===== src/rtl/sorter_pkg.sv =====
// Shared definitions for the top-N sorter and its output collector:
// default sizes, sorter mode encodings and the collector state type.
package sorter_pkg;

  localparam int unsigned SORT_WIDTH = 8;
  localparam int unsigned SORT_N     = 16;

  typedef enum logic [1:0] {
    MODE_IDLE       = 2'd0,
    MODE_DESCENDING = 2'd1,
    MODE_ASCENDING  = 2'd2,
    MODE_FLUSH      = 2'd3
  } sort_mode_e;

  typedef enum logic [1:0] {
    ST_IDLE,
    ST_FILL,
    ST_DRAIN
  } coll_state_e;

  // Address width for an n-entry buffer; a single entry still needs one bit.
  function automatic int unsigned addr_w(input int unsigned n);
    return (n > 1) ? $clog2(n) : 1;
  endfunction

endpackage


===== src/rtl/sort_collector_if.sv =====
// Signal bundle between the sorter output, the collector and the downstream sink.
// master = collector side, slave = surrounding logic driving sort_* and m_ready.
interface sort_collector_if #(
  parameter int unsigned WIDTH = sorter_pkg::SORT_WIDTH,
  parameter int unsigned N     = sorter_pkg::SORT_N
);
  localparam int unsigned LW = $clog2(N + 1);

  logic [WIDTH-1:0] sort_data;
  logic             sort_valid;
  logic [WIDTH-1:0] m_data;
  logic             m_valid;
  logic             m_ready;
  logic             m_last;
  logic [LW-1:0]    batch_len;
  logic             busy;
  logic             overflow;
  logic             order_err;

  modport master (
    input  sort_data, sort_valid, m_ready,
    output m_data, m_valid, m_last, batch_len, busy, overflow, order_err
  );

  modport slave (
    output sort_data, sort_valid, m_ready,
    input  m_data, m_valid, m_last, batch_len, busy, overflow, order_err
  );

endinterface


===== src/rtl/sort_collector_buf.sv =====
// N x WIDTH batch store: one synchronous write port, one asynchronous read port.
// Contents are intentionally not reset.
module sort_collector_buf #(
  parameter int unsigned WIDTH = 8,
  parameter int unsigned N     = 16,
  parameter int unsigned AW    = 4
) (
  input  logic             clk,
  input  logic             i_wr_en,
  input  logic [AW-1:0]    i_wr_addr,
  input  logic [WIDTH-1:0] i_wr_data,
  input  logic [AW-1:0]    i_rd_addr,
  output logic [WIDTH-1:0] o_rd_data
);

  logic [WIDTH-1:0] r_mem [N];

  always_ff @(posedge clk) begin
    if (i_wr_en) r_mem[i_wr_addr] <= i_wr_data;
  end

  assign o_rd_data = r_mem[i_rd_addr];

endmodule


===== src/rtl/sort_collector.sv =====
// Captures an unstallable sorter burst into a local buffer and replays it to a
// valid/ready sink with a last marker. Optional macro: SORT_COLLECTOR_ORDER_CHECK_EN.
module sort_collector
  import sorter_pkg::*;
#(
  parameter int unsigned WIDTH      = SORT_WIDTH,
  parameter int unsigned N          = SORT_N,
  parameter int unsigned GAP_CYCLES = 4
) (
  input  logic           clk,
  input  logic           rst,
  sort_collector_if.master io
);

  localparam int unsigned LW = $clog2(N + 1);
  localparam int unsigned AW = addr_w(N);
  localparam int unsigned GW = $clog2(GAP_CYCLES + 1);

  coll_state_e      r_state, w_next;
  logic [LW-1:0]    r_batch_len;
  logic [AW-1:0]    r_rd_ptr;
  logic [GW-1:0]    r_gap_cnt;
  logic             r_overflow;

  logic             w_wr_en;
  logic [AW-1:0]    w_wr_addr;
  logic [WIDTH-1:0] w_rd_data;
  logic             w_last;
  logic             w_hs;
  logic             w_fill_full;
  logic             w_gap_close;

  // Elements arriving while draining are dropped, never written.
  assign w_wr_en     = io.sort_valid && (r_state != ST_DRAIN);
  assign w_wr_addr   = (r_state == ST_FILL) ? r_batch_len[AW-1:0] : '0;
  assign w_last      = (r_state == ST_DRAIN) && (LW'(r_rd_ptr) == r_batch_len - LW'(1));
  assign w_hs        = (r_state == ST_DRAIN) && io.m_ready;
  assign w_fill_full = (r_batch_len + LW'(1)) == LW'(N);
  assign w_gap_close = r_gap_cnt == GW'(GAP_CYCLES - 1);

  sort_collector_buf #(
    .WIDTH (WIDTH),
    .N     (N),
    .AW    (AW)
  ) u_buf (
    .clk       (clk),
    .i_wr_en   (w_wr_en),
    .i_wr_addr (w_wr_addr),
    .i_wr_data (io.sort_data),
    .i_rd_addr (r_rd_ptr),
    .o_rd_data (w_rd_data)
  );

  always_ff @(posedge clk) begin
    if (rst) r_state <= ST_IDLE;
    else     r_state <= w_next;
  end

  always_comb begin
    w_next = r_state;
    case (r_state)
      ST_IDLE: begin
        if (io.sort_valid) w_next = (N == 1) ? ST_DRAIN : ST_FILL;
      end
      ST_FILL: begin
        if (io.sort_valid) begin
          if (w_fill_full) w_next = ST_DRAIN;
        end else if (w_gap_close) begin
          w_next = ST_DRAIN;
        end
      end
      ST_DRAIN: begin
        if (w_hs && w_last) w_next = ST_IDLE;
      end
      default: w_next = ST_IDLE;
    endcase
  end

  always_ff @(posedge clk) begin
    if (rst) begin
      r_batch_len <= '0;
      r_rd_ptr    <= '0;
      r_gap_cnt   <= '0;
      r_overflow  <= 1'b0;
    end else begin
      case (r_state)
        ST_IDLE: begin
          if (io.sort_valid) begin
            r_batch_len <= LW'(1);
            r_gap_cnt   <= '0;
          end
        end
        ST_FILL: begin
          if (io.sort_valid) begin
            r_batch_len <= r_batch_len + LW'(1);
            r_gap_cnt   <= '0;
          end else if (r_gap_cnt != GW'(GAP_CYCLES)) begin
            r_gap_cnt   <= r_gap_cnt + GW'(1);
          end
        end
        ST_DRAIN: begin
          if (io.sort_valid) r_overflow <= 1'b1;
          if (w_hs)          r_rd_ptr   <= w_last ? '0 : r_rd_ptr + AW'(1);
        end
        default: ;
      endcase
    end
  end

  assign io.m_valid   = (r_state == ST_DRAIN);
  assign io.m_data    = w_rd_data;
  assign io.m_last    = w_last;
  assign io.batch_len = r_batch_len;
  assign io.busy      = (r_state != ST_IDLE);
  assign io.overflow  = r_overflow;

`ifdef SORT_COLLECTOR_ORDER_CHECK_EN
  logic [WIDTH-1:0] r_prev;
  logic             r_order_err;

  // The first element of a batch (accepted in IDLE) only seeds r_prev.
  always_ff @(posedge clk) begin
    if (rst) begin
      r_prev      <= '0;
      r_order_err <= 1'b0;
    end else if (w_wr_en) begin
      r_prev <= io.sort_data;
      if ((r_state == ST_FILL) && (io.sort_data > r_prev)) r_order_err <= 1'b1;
    end
  end

  assign io.order_err = r_order_err;
`else
  assign io.order_err = 1'b0;
`endif

endmodule

===== src/flat_wrapper.sv =====
// flat-port wrapper written by rule: the top's interface ports become plain ports
module sort_collector_flat import sorter_pkg::*;
#(
  parameter int unsigned WIDTH      = SORT_WIDTH,
  parameter int unsigned N          = SORT_N,
  parameter int unsigned GAP_CYCLES = 4
)
  (clk, rst, io_sort_data, io_sort_valid, io_m_ready, io_m_data, io_m_valid, io_m_last, io_batch_len, io_busy, io_overflow, io_order_err);
  sort_collector_if #(.WIDTH(WIDTH), .N(N)) io_i ();
  input  logic clk;
  input  logic rst;
  input wire logic [$bits(io_i.sort_data)-1:0] io_sort_data;
  input wire logic [$bits(io_i.sort_valid)-1:0] io_sort_valid;
  input wire logic [$bits(io_i.m_ready)-1:0] io_m_ready;
  output wire logic [$bits(io_i.m_data)-1:0] io_m_data;
  output wire logic [$bits(io_i.m_valid)-1:0] io_m_valid;
  output wire logic [$bits(io_i.m_last)-1:0] io_m_last;
  output wire logic [$bits(io_i.batch_len)-1:0] io_batch_len;
  output wire logic [$bits(io_i.busy)-1:0] io_busy;
  output wire logic [$bits(io_i.overflow)-1:0] io_overflow;
  output wire logic [$bits(io_i.order_err)-1:0] io_order_err;
  assign io_i.sort_data = io_sort_data;
  assign io_i.sort_valid = io_sort_valid;
  assign io_i.m_ready = io_m_ready;
  assign io_m_data = io_i.m_data;
  assign io_m_valid = io_i.m_valid;
  assign io_m_last = io_i.m_last;
  assign io_batch_len = io_i.batch_len;
  assign io_busy = io_i.busy;
  assign io_overflow = io_i.overflow;
  assign io_order_err = io_i.order_err;
  sort_collector #(.WIDTH(WIDTH), .N(N), .GAP_CYCLES(GAP_CYCLES)) u_core (.clk(clk), .rst(rst), .io(io_i));
endmodule

===== config.mk =====
export PLATFORM = sky130hd
export DESIGN_NAME = sort_collector_flat
export DESIGN_NICKNAME = d
export VERILOG_FILES = /design/src/rtl/sorter_pkg.sv /design/src/rtl/sort_collector_if.sv /design/src/rtl/sort_collector_buf.sv /design/src/rtl/sort_collector.sv /design/src/flat_wrapper.sv
export SDC_FILE = /design/constraint.sdc
export NUM_CORES = 1
export LEC_CHECK = 0
export BUFFER_PORTS_ARGS = -buffer_cell sky130_fd_sc_hd__buf_2
export CAP_MARGIN = 20
export CORE_ASPECT_RATIO = 0.6
export CORE_UTILIZATION = 43
export DETAILED_ROUTE_END_ITERATION = 10
export GPL_TIMING_DRIVEN = 0
export PLACE_DENSITY = 0.64
export SETUP_SLACK_MARGIN = 0.4
export SLEW_MARGIN = 10
export SYNTH_ARGS = -nofsm -noshare
export SYNTH_HDL_FRONTEND = slang
export SYNTH_SLANG_ARGS = --single-unit
export TNS_END_PERCENT = 10

===== constraint.sdc =====
create_clock -name clk -period 2.7 [get_ports clk]
set_input_delay 0.27 -clock clk [delete_from_list [all_inputs] [get_ports clk]]
set_output_delay 0.27 -clock clk [all_outputs]
set_load 0.01 [all_outputs]

==> out/results.tsv <==
stage	metric	value	unit
yosys	post-synth top area share	0.633	
detailed_routing	drt drc	0	
timing	clock skew	10.2	ps
grt	met3 Track Usage GR	0.0540	
floorplanning	DIE AREA	14600	sq um
timing	Max Clock Freq	0.393	GHz
yosys	Mean Syn Cell Area	18.2	sq um
detailed_routing	post-route ant nets	0	
grt	vias in the first global route	3123	
cts	CTS clk-pin slew, worst paths	70	ps
yosys	yosys warns	0	
placement	Area after DPL	6490	sq um
pwr	Tot Pwr	5000	uW
critical_path	CP Data Arrival Time	2280	ps
placement	RD Place Congestion	0.799	
final_layout	Finished Layout Cells	592	
floorplanning	row count	33	
final_layout	synth-to-layout area growth	18.3	%
timing	final hold vios	0	
grt	global-route wire length before repair	19700	um
timing	fin. max-slew vios	0	
critical_path	Worst setup EP type	output pin	
final_layout	# diodes	0	
yosys	Post-synth EDFFs	128	
grt	initial antenna violation count	1	
final_layout	layout cell share with drive strength beyond 1	0.300	
cts	Skew-Pair Late Insertion Delay	420	ps
placement	DP Wirelength	8330	um
critical_path	worst-path maximum fanout	8	
yosys	top_reg_cell synth	edfxtp_1	
run_status	status	finished clean	
pwr	Power per Cell Area	696	nW/um^2
timing	final worst path period need	2550	ps
detailed_routing	WL/cell	22.4	um
pwr	Worst IR Drop VDD	0.000437	V
cts	TritonCTS clock tree	built	
floorplanning	core area	13700	sq um
min_path	hold crit path type	in2reg	
detailed_routing	Pre-antenna DRT Iters	6	
detailed_routing	DRT Wirelength	13200	um
critical_path	Crit Path Category	reg2out	
timing	Final setup viols	0	
flow_run	Max Cap Viol	0	
grt	GRT overflow	0	
critical_path	Worst EP required	2430	ps
floorplanning	die width	155	um
final_layout	Design Area, Final	7190	sq um
timing	Rel. slew slack	0.328	
timing	worst-margin pin slew	1000	ps
critical_path	crit path launch type	flip-flop	
cts	CTS max path bufs	2	
yosys	synthesized net count	352	
grt	largest net degree at the start of global routing	17	
yosys	leading area contributor after synthesis	edfxtp_1	
cts	H-Tree Depth	4	
cts	cts bufs inserted	17	
yosys	ranking of synthesized cells by area	edfxtp_1, mux4_1, dfxtp_1, mux4_2, ha_1	
timing	RSZ-0062 raised after global routing	true	
yosys	Synth Register Bits	147	
final_layout	Util after Layout	0.524	
yosys	sequential-to-total area share from yosys stat	0.695	
timing	final hold slack	111	ps
grt	global route hottest layer	met1	
final_layout	number of nets in the layout	405	
yosys	count leader, synth	edfxtp_1	
timing	Final period util	0.943	
grt	routing usage on met2	0.250	
placement	Placed Instances	556	
floorplanning	Starting Density	0.443	
yosys	Synth async-reset ratio	0	
cts	root buffer cell	clkbuf_16	
placement	port bufs	28	
pwr	Static Leak	0.00234	uW
yosys	Mapped Area	6070	sq um
detailed_routing	Iteration-0 DRC Markers	340	
detailed_routing	routed vias	3206	
floorplanning	I/O pins	30	
floorplanning	die height	94.1	um
yosys	Commonest cells post-synth	edfxtp_1, mux4_1, nor2_1	
yosys	Cells after Synth	334	
detailed_routing	drt via density	5.42	
yosys	Yosys cell types	44	
cts	CTS Sinks	147	
grt	Overall Global Routing Usage	0.195	
grt	met1 Usage GRT	0.314	
[state kept, by name, summed over array words and instances (netlist names), named ones only]
name / flops
u_core.r_rd_ptr: 4
u_core.r_gap_cnt: 3
u_core.io.batch_len: 5
u_core.u_buf.r_mem: 128
u_core.io.overflow: 1
u_core.r_state: 2
[through the flow]
stage | TNS, ps | worst slack [ps]
3_5_place_dp | 0 | 0.677
3_3_place_gp | -7950 | -482
4_1_cts | 0 | 94.7
5_1_grt | 0 | 94.3
6_report | 0 | 154
2_1_floorplan | 0 | 546
[kinds of logic (layout without fill, tap and decap cells)]
| kind of cell | count (synthesis) | after routing | synth area share |
|---|---|---|---|
| buf+inv | 26 | 92 | 0.0249 |
| simple gates | 81 | 81 | 0.0665 |
| mux | 41 | 41 | 0.165 |
| other cells | 1 | 1 | 0.000617 |
| xor+xnor | 5 | 5 | 0.00721 |
| compound gates | 27 | 27 | 0.0282 |
| flops | 147 | 147 | 0.695 |
| fa+ha+maj | 6 | 6 | 0.0124 |
[power by group]
part           switching, uW  leakage [uW]  internal (uW)
Combinational            131      0.000751           99.3
Sequential              11.9       0.00131           2490
Clock                    978      0.000276           1290
[cell type report]
cell class | instances | area, sq um
Clock buffer | 17 | 425
Clock inverter | 15 | 144
Inverter | 8 | 30.0
Sequential cell | 147 | 4230
Timing Repair Buffer | 34 | 282
Tap cell | 192 | 240
Buffer | 18 | 158
Fill cell | 1108 | 6520
Multi-Input combinational cell | 161 | 1680
[path summary, 6_finish.rpt]
path                            depth (start not counted)                        end  slack, ps                    from
worst min register to register                          2         u_core.io.overflow        480      u_core.io.overflow
worst max register to register                          4  u_core.u_buf.r_mem[15][5]        260  u_core.io.batch_len[2]
worst min-delay path                                    2        u_core.r_gap_cnt[0]        110                     rst
worst max-delay path                                    5               io_m_data[6]        150               flip-flop
[worst max-delay path, stage by stage, from the launching register on]
cell and delay, ps:
dfxtp_2 340, buf_12 160, clkbuf_16 160, mux4_2 540, mux4_2 500, buf_6 140
[placed cells by master, fill, tap and decap left out, types with 3 or more instances in the layout]
cell type    n
a21oi_1     12
buf_12       4
buf_2       23
buf_4        6
buf_6        8
clkbuf_1     5
clkbuf_16   20
dfxtp_1     18
edfxtp_1   128
ha_1         6
inv_1        8
inv_6        8
mux4_1       7
mux4_2      33
nand2_1     19
nand2b_1     7
nand3_1      6
nand4_1      3
nor2_1      19
nor2b_1      4
nor3_1       5
nor3_2       5
o21ai_0      3
xnor2_1      3
[routing by layer]
| layer | share of wire | up-vias |
|---|---|---|
| li1 | - | 1448 |
| met1 | 0.50 | 1652 |
| met2 | 0.41 | 104 |
| met3 | 0.088 | 2 |
| met4 | 0.0011 | 0 |
| met5 | 0 | - |
[repair_timing]
item / in CTS / in global routing
cloned: 0 / 3
hold buffers: 0 / 0
resized for setup: 25 / 18
buffers inserted: 0 / 1
setup endpoints to repair: 65 / 115
No activity file was read; power rests on OpenSTA's default activity.
